===== src/rtl/mem_arbiter_if.sv =====
// mem_arbiter bus interface
// IF/MEM request side, memory side and pipe status
interface mem_arbiter_if;
    logic        if_rd_n;
    logic [31:0] if_addr;
    logic [2:0]  mem_ctrl;
    logic [31:0] mem_addr;
    logic [31:0] mem_wdata;
    logic [31:0] ram_rdata;
    logic [31:0] ram_addr;
    logic [31:0] ram_wdata;
    logic        ram_rd_n;
    logic        ram_wr_n;
    logic        ram_wh;
    logic [31:0] if_rdata;
    logic        if_valid;
    logic [31:0] mem_rdata;
    logic        mem_valid;
    logic        stall_pipe;

    modport slave (
        input  if_rd_n, if_addr, mem_ctrl, mem_addr, mem_wdata, ram_rdata,
        output ram_addr, ram_wdata, ram_rd_n, ram_wr_n, ram_wh,
        output if_rdata, if_valid, mem_rdata, mem_valid, stall_pipe
    );

    modport master (
        output if_rd_n, if_addr, mem_ctrl, mem_addr, mem_wdata, ram_rdata,
        input  ram_addr, ram_wdata, ram_rd_n, ram_wr_n, ram_wh,
        input  if_rdata, if_valid, mem_rdata, mem_valid, stall_pipe
    );
endinterface


===== src/rtl/mem_arbiter.sv =====
// mem_arbiter: single-port memory arbiter for IF and MEM stages
// data has priority; fixed wait cycles; sticky done flags drive stall
module mem_arbiter #(
    parameter int LAT = 2
) (
    input  logic          clk,
    input  logic          reset,
    mem_arbiter_if.slave  bus
);
    localparam logic [1:0] IDLE  = 2'd0;
    localparam logic [1:0] DBUSY = 2'd1;
    localparam logic [1:0] IBUSY = 2'd2;
    localparam logic [3:0] LAT_M1 = 4'(LAT - 1);

    logic [1:0]  r_state;
    logic [3:0]  r_cnt;
    logic        r_d_done;
    logic        r_i_done;
    logic [31:0] r_ram_addr;
    logic [31:0] r_ram_wdata;
    logic        r_ram_rd_n;
    logic        r_ram_wr_n;
    logic        r_ram_wh;
    logic [31:0] r_if_rdata;
    logic [31:0] r_mem_rdata;

    logic w_d_req;
    logic w_i_req;
    logic w_d_pend;
    logic w_i_pend;
    logic w_stall;

    assign w_d_req  = ~bus.mem_ctrl[2] | ~bus.mem_ctrl[1];
    assign w_i_req  = ~bus.if_rd_n;
    assign w_d_pend = w_d_req & ~r_d_done;
    assign w_i_pend = w_i_req & ~r_i_done;
    assign w_stall  = w_d_pend | w_i_pend;

    // grant, wait-count and complete one access at a time
    always_ff @(posedge clk) begin
        if (reset) begin
            r_state     <= IDLE;
            r_cnt       <= 4'd0;
            r_d_done    <= 1'b0;
            r_i_done    <= 1'b0;
            r_ram_addr  <= 32'd0;
            r_ram_wdata <= 32'd0;
            r_ram_rd_n  <= 1'b1;
            r_ram_wr_n  <= 1'b1;
            r_ram_wh    <= 1'b1;
            r_if_rdata  <= 32'd0;
            r_mem_rdata <= 32'd0;
        end else begin
            if (!w_stall) begin
                r_d_done <= 1'b0;
                r_i_done <= 1'b0;
            end
            unique case (r_state)
                IDLE: begin
                    if (w_d_pend) begin
                        r_state     <= DBUSY;
                        r_cnt       <= LAT_M1;
                        r_ram_addr  <= bus.mem_addr;
                        r_ram_wdata <= bus.mem_wdata;
                        r_ram_wh    <= bus.mem_ctrl[0];
                        r_ram_rd_n  <= bus.mem_ctrl[2];
                        r_ram_wr_n  <= ~bus.mem_ctrl[2];
                    end else if (w_i_pend) begin
                        r_state     <= IBUSY;
                        r_cnt       <= LAT_M1;
                        r_ram_addr  <= bus.if_addr;
                        r_ram_wdata <= bus.mem_wdata;
                        r_ram_wh    <= bus.mem_ctrl[0];
                        r_ram_rd_n  <= 1'b0;
                        r_ram_wr_n  <= 1'b1;
                    end
                end
                DBUSY: begin
                    if (r_cnt != 4'd0) begin
                        r_cnt <= r_cnt - 4'd1;
                    end else begin
                        r_d_done <= 1'b1;
                        if (!r_ram_rd_n) begin
                            r_mem_rdata <= bus.ram_rdata;
                        end
                        r_ram_rd_n <= 1'b1;
                        r_ram_wr_n <= 1'b1;
                        r_state    <= IDLE;
                    end
                end
                IBUSY: begin
                    if (r_cnt != 4'd0) begin
                        r_cnt <= r_cnt - 4'd1;
                    end else begin
                        r_i_done   <= 1'b1;
                        r_if_rdata <= bus.ram_rdata;
                        r_ram_rd_n <= 1'b1;
                        r_ram_wr_n <= 1'b1;
                        r_state    <= IDLE;
                    end
                end
                default: begin
                    r_state <= IDLE;
                end
            endcase
        end
    end

    assign bus.ram_addr   = r_ram_addr;
    assign bus.ram_wdata  = r_ram_wdata;
    assign bus.ram_rd_n   = r_ram_rd_n;
    assign bus.ram_wr_n   = r_ram_wr_n;
    assign bus.ram_wh     = r_ram_wh;
    assign bus.if_rdata   = r_if_rdata;
    assign bus.if_valid   = r_i_done;
    assign bus.mem_rdata  = r_mem_rdata;
    assign bus.mem_valid  = r_d_done;
    assign bus.stall_pipe = w_stall;
endmodule

===== src/flat_wrapper.sv =====
// flat-port wrapper written by rule: the top's interface ports become plain ports
module mem_arbiter_flat 
#(
    parameter int LAT = 2
)
  (clk, reset, bus_if_rd_n, bus_if_addr, bus_mem_ctrl, bus_mem_addr, bus_mem_wdata, bus_ram_rdata, bus_ram_addr, bus_ram_wdata, bus_ram_rd_n, bus_ram_wr_n, bus_ram_wh, bus_if_rdata, bus_if_valid, bus_mem_rdata, bus_mem_valid, bus_stall_pipe);
  mem_arbiter_if bus_i ();
  input  logic clk;
  input  logic reset;
  input wire logic [$bits(bus_i.if_rd_n)-1:0] bus_if_rd_n;
  input wire logic [$bits(bus_i.if_addr)-1:0] bus_if_addr;
  input wire logic [$bits(bus_i.mem_ctrl)-1:0] bus_mem_ctrl;
  input wire logic [$bits(bus_i.mem_addr)-1:0] bus_mem_addr;
  input wire logic [$bits(bus_i.mem_wdata)-1:0] bus_mem_wdata;
  input wire logic [$bits(bus_i.ram_rdata)-1:0] bus_ram_rdata;
  output wire logic [$bits(bus_i.ram_addr)-1:0] bus_ram_addr;
  output wire logic [$bits(bus_i.ram_wdata)-1:0] bus_ram_wdata;
  output wire logic [$bits(bus_i.ram_rd_n)-1:0] bus_ram_rd_n;
  output wire logic [$bits(bus_i.ram_wr_n)-1:0] bus_ram_wr_n;
  output wire logic [$bits(bus_i.ram_wh)-1:0] bus_ram_wh;
  output wire logic [$bits(bus_i.if_rdata)-1:0] bus_if_rdata;
  output wire logic [$bits(bus_i.if_valid)-1:0] bus_if_valid;
  output wire logic [$bits(bus_i.mem_rdata)-1:0] bus_mem_rdata;
  output wire logic [$bits(bus_i.mem_valid)-1:0] bus_mem_valid;
  output wire logic [$bits(bus_i.stall_pipe)-1:0] bus_stall_pipe;
  assign bus_i.if_rd_n = bus_if_rd_n;
  assign bus_i.if_addr = bus_if_addr;
  assign bus_i.mem_ctrl = bus_mem_ctrl;
  assign bus_i.mem_addr = bus_mem_addr;
  assign bus_i.mem_wdata = bus_mem_wdata;
  assign bus_i.ram_rdata = bus_ram_rdata;
  assign bus_ram_addr = bus_i.ram_addr;
  assign bus_ram_wdata = bus_i.ram_wdata;
  assign bus_ram_rd_n = bus_i.ram_rd_n;
  assign bus_ram_wr_n = bus_i.ram_wr_n;
  assign bus_ram_wh = bus_i.ram_wh;
  assign bus_if_rdata = bus_i.if_rdata;
  assign bus_if_valid = bus_i.if_valid;
  assign bus_mem_rdata = bus_i.mem_rdata;
  assign bus_mem_valid = bus_i.mem_valid;
  assign bus_stall_pipe = bus_i.stall_pipe;
  mem_arbiter #(.LAT(LAT)) u_core (.clk(clk), .reset(reset), .bus(bus_i));
endmodule

===== config.mk =====
export PLATFORM = sky130hd
export DESIGN_NAME = mem_arbiter_flat
export DESIGN_NICKNAME = d
export VERILOG_FILES = /design/src/rtl/mem_arbiter_if.sv /design/src/rtl/mem_arbiter.sv /design/src/flat_wrapper.sv
export SDC_FILE = /design/constraint.sdc
export NUM_CORES = 1
export LEC_CHECK = 0
export CORE_UTILIZATION = 43
export CTS_BUF_LIST = sky130_fd_sc_hd__clkbuf_16
export DETAILED_ROUTE_END_ITERATION = 10
export PLACE_DENSITY = 0.93
export SKIP_LAST_GASP = 1
export SYNTH_ARGS = -nofsm -noshare
export SYNTH_HDL_FRONTEND = slang
export SYNTH_SLANG_ARGS = --single-unit

===== constraint.sdc =====
create_clock -name clk -period 3.5 [get_ports clk]
set_input_delay 0.35 -clock clk [delete_from_list [all_inputs] [get_ports clk]]
set_output_delay 0.35 -clock clk [all_outputs]
set_load 0.1 [all_outputs]

# == Yosys cells after proc, flatten, opt, wreduce, memory -nomap -nowiden ==
# Index checks and enable logic that the tools add are counted.
# totals
register_bits,139
inputBits,134
word_cells,66
out_inout_bits,134
# op_classes
n_eq_ne,5
bitwise_logic,11
mux,27
n_reduce_logical,11
addsub,1
# ops
operator,count
$mux 32,4
$mux 1,13
$mux 4,3
$reduce_and 3->1,3
$pmux 4 s2,1
$not 1->1,7
$mux 2,3
$reduce_and 2->1,3
$pmux 1 s2,2
$pmux 2 s2,1
$reduce_bool 2->1,2
$reduce_bool 4->1,1
$sub 4x1->4 const B,1
$ne 3x1->1 const B,1
$and 1x1->1,2
$eq 2x1->1 const B,1
$eq 2x2->1 const B,1
$logic_not 2->1,1
$ne 2x1->1 const B,1
$ne 2x2->1 const B,1
$or 1x1->1,2
$reduce_or 2->1,1

# == Logic depth before layout (Yosys ltp) ==
# depth
ltp_word,7
depth_mapped,8
ltp_nobuf,6

# == Least setup slack after synthesis ==
# No wires, ideal clock.
# synth_path
kind,flip-flop to output port
start,"reg u_core.r_i_done, in the netlist u_core.bus.if_valid"
end,out bus_stall_pipe
path_buffers,0
setup_slack_ns,0.214
path_stages_with_launch,2
arrival_ns,2.936
t_required_ns,3.150
cell_sequence,dfxtp_1 -> o21ai_0
# synth_via
elab_chain_len,3
# synth_rtl
element,line_no,rtl
"start, declared",mem_arbiter.sv:18,logic r_i_done;
"start signal, assigned",mem_arbiter.sv:45,r_i_done <= 1'b0;
"start signal, assigned",mem_arbiter.sv:56,r_i_done <= 1'b0;
"start signal, assigned",mem_arbiter.sv:95,r_i_done <= 1'b1;
$not 1->1,mem_arbiter.sv:36,assign w_i_pend = w_i_req & ~r_i_done;
$and 1x1->1,mem_arbiter.sv:36,
$or 1x1->1,mem_arbiter.sv:37,assign w_stall = w_d_pend | w_i_pend;
"end, declared",flat_wrapper.sv:25,output wire logic [$bits(bus_i.stall_pipe)-1:0] bus_stall_pipe;
# No other way between the ends.

# == Final worst setup path ==
# layout_path
start,"reg u_core.r_d_done, in the netlist u_core.bus.mem_valid"
end,out bus_mem_valid
# layout_lines
element,line_no,rtl
"start, declared",mem_arbiter.sv:17,logic r_d_done;
"start signal, assigned",mem_arbiter.sv:44,r_d_done <= 1'b0;
"start signal, assigned",mem_arbiter.sv:55,r_d_done <= 1'b0;
"start signal, assigned",mem_arbiter.sv:82,r_d_done <= 1'b1;
"end, declared",flat_wrapper.sv:24,output wire logic [$bits(bus_i.mem_valid)-1:0] bus_mem_valid;
# No word-level cell between the ends.

==> results_dict.tcl <==
set metrics [dict create \
    finalHoldViolCount 0 \
    cp_slowest_stage_delay_ns 1.19 \
    hp-start "u_core.bus.ram_wdata[0]" \
    final_cells 1075 \
    slowest_stage "clkdlybuf4s50_1" \
    max_freq_ghz 0.419 \
    synth.distinct_cells 32 \
    track_usage 0.249 \
    clk_pin_slew_ns 0.06 \
    post-route-period-util 0.682 \
    first_global_vias 5151 \
    syn-cell-area_um2 5310 \
    drtPass1Iterations 5 \
    drc 0 \
    rsz0062_at_grt "false" \
    cp_max_fo 4 \
    drt_iter0_markers 390 \
    setup_viol_count_final 0 \
    die_h_um 113 \
    cts_made_buffers 17 \
    worstMarginPinSlew_ns 1.03 \
    holdPathStages 2 \
    fin_util 0.719 \
    ctsHoldBuffers 0 \
    cp.required_ns 3.15 \
    whs_endpoint "u_core.bus.ram_wdata[0]" \
    core_um2 12000 \
    grt_pass1_wl_um 25100 \
    dp_cells 1043 \
    root_buffer "clkbuf_16" \
    cpLargestDelayFamily "buffers and inverters" \
    synthTopCellsByArea "dfxtp_1 (52%), nand2_1 (18%), a21oi_1 (10%), a311oi_1 (5.3%), nor2_1 (2.5%)" \
    powerDensity_nw_per_um2 1030 \
    leakage_nw 3.21 \
    finalSetupTns_ns 0 \
    cp-end-kind "primary output" \
    ys_seq_area_frac 0.524 \
    routed_via_density 5.13 \
    start_kind "flop" \
    h-tree-depth 4 \
    skew_ns 0.0131 \
    drive_gt1_frac 0.0496 \
    slew_violations 0 \
    fin_crit_ns 2.39 \
    ir_worst_vdd_v 0.000684 \
    dieArea_um2 12800 \
    gp_congestion 0.826 \
    wl_um 16100 \
    hold_path_class "flop to flop" \
    hpwl_um 11000 \
    ys.flop_type "dfxtp_1" \
    rr_endpoint "u_core.bus.if_rdata[0]" \
    cts_setup_buffers 0 \
    syn_inst 671 \
    grt_max_degree 76 \
    crit_chain "clkdlybuf4s50_1" \
    io_pins 268 \
    reg2reg_from "u_core.r_cnt[0]" \
    wl_per_cell_um 15.0 \
    finalNetCount 1055 \
    portBuffers 267 \
    start_util 0.442 \
    cts.sinks 139 \
    vias 5514 \
    synth_warnings 0 \
    synth.net_count 811 \
    fin_area_um2 8630 \
    maxCapViolCount 0 \
    status "finished clean" \
    cp.buffers_inverters 1 \
    path_class "flop to primary output" \
    core.rowCount 40 \
    detail-route-antenna-nets 0 \
    clk_latency_ns 0.41 \
    synthArstFlopShare 0 \
    most-common-layout-cells "clkdlybuf4s50_1 (265), nand2_1 (261), dfxtp_1 (139)" \
    antenna_found_initial 0 \
    gr-total-overflow 0 \
    synth_top_area_frac 0.524 \
    clk_path_buf_depth 2 \
    cts_resized 0 \
    reg2regPathDepth 7 \
    placed_cell_area_um2 8010 \
    regToRegSetupSlack_ns 1.35 \
    relSlewSlack 0.310 \
    diodes 0 \
    final_common_cell "clkdlybuf4s50_1" \
    die_x_um 113 \
    synth_area_per_cell_um2 7.92 \
    synth_top_area_cell "dfxtp_1" \
    cts_tree "done" \
    synth_edf_count 0 \
    ys_ff_latch 139 \
    area_growth_syn_to_layout_pct 62.4 \
    worstPathArrival_ns 2.04 \
]
-- cell families (layout without fill, tap and decap cells) --
family                   after synthesis  in the layout  synth area share
AND/OR/NAND/NOR                      317            317             0.237
AO/OA/AOI/OAI                        154            154             0.173
flip-flops                           139            139             0.524
buffers and inverters                 55            312            0.0518
adder cells (fa/ha/maj)                6              6            0.0141
-- cell usage after synthesis, types with 4 or more instances --
library cell  instances
nor2_1               35
ha_1                  6
inv_1                 4
clkbuf_1             30
nor2b_1               4
buf_4                12
dfxtp_1             139
nand2_1             261
a311oi_1             32
a21oi_1             106
buf_2                 7
o21ai_0               7
-- final cells by class --
cell class / instances / area, µm²
Clock buffer: 17 / 425
Sequential cell: 139 / 2780
Multi-Input combinational cell: 477 / 2270
Tap cell: 147 / 184
Clock inverter: 15 / 198
Fill cell: 909 / 3380
Timing Repair Buffer: 276 / 2760
Inverter: 4 / 15.0
-- where the power goes --
part / internal (mW) / leakage, nW / switching, mW
clock network: 1.19 / 0.305 / 0.694
registers: 1.96 / 1.14 / 0.215
logic: 1.15 / 1.77 / 3.66
total: 4.31 / 3.21 / 4.57
-- per-stage QoR --
stage	power, mW	setup WS (ns)	hold slack, ns
global route	9.24	1.08	0.466
floorplan	5.89	0.214	0.463
CTS	8.92	1.09	0.453
global placement	6.94	1.37	0.440
finish	8.87	1.11	0.452
detailed placement	7.00	1.24	0.446
-- layer usage --
metal	routed length [µm]	part of all wire	global-route usage	up-vias
li1	-	-	-	2708
met1	6060	0.38	0.263	2532
met2	8420	0.52	0.454	244
met3	1190	0.074	0.0798	30
met4	439	0.027	0.110	0
met5	0	0	0	-
-- flip-flops by register name (all words and copies together), names as in the netlist, 2 cells and up --
| register | flops |
|---|---|
| u_core.r_cnt | 4 |
| u_core.bus.if_rdata | 32 |
| u_core.r_state | 2 |
| u_core.bus.ram_addr | 32 |
| u_core.bus.ram_wdata | 32 |
| u_core.bus.mem_rdata | 32 |
-- worst min-delay path: stages, from the launching register on --
cell and delay [ns]:
dfxtp_1 0.30, nand2_1 0.05, a21oi_1 0.05
-- worst max-delay path by stage --
| stage | startpoint | end | slack, ns | cells past startpoint |
|---|---|---|---|---|
| after floorplan | u_core.bus.if_valid | bus_stall_pipe | 0.21 | 1 |
| after global placement | bus_mem_ctrl[1] | u_core.bus.ram_addr[26] | 1.37 | 6 |
| after detailed placement | bus_if_rd_n | u_core.bus.ram_addr[18] | 1.24 | 6 |
| after CTS | u_core.bus.if_valid | bus_if_valid | 1.09 | 1 |
| after global routing | u_core.bus.mem_valid | bus_mem_valid | 1.08 | 1 |
| final | u_core.bus.mem_valid | bus_mem_valid | 1.11 | 1 |
(Power assumes the default switching activity.)
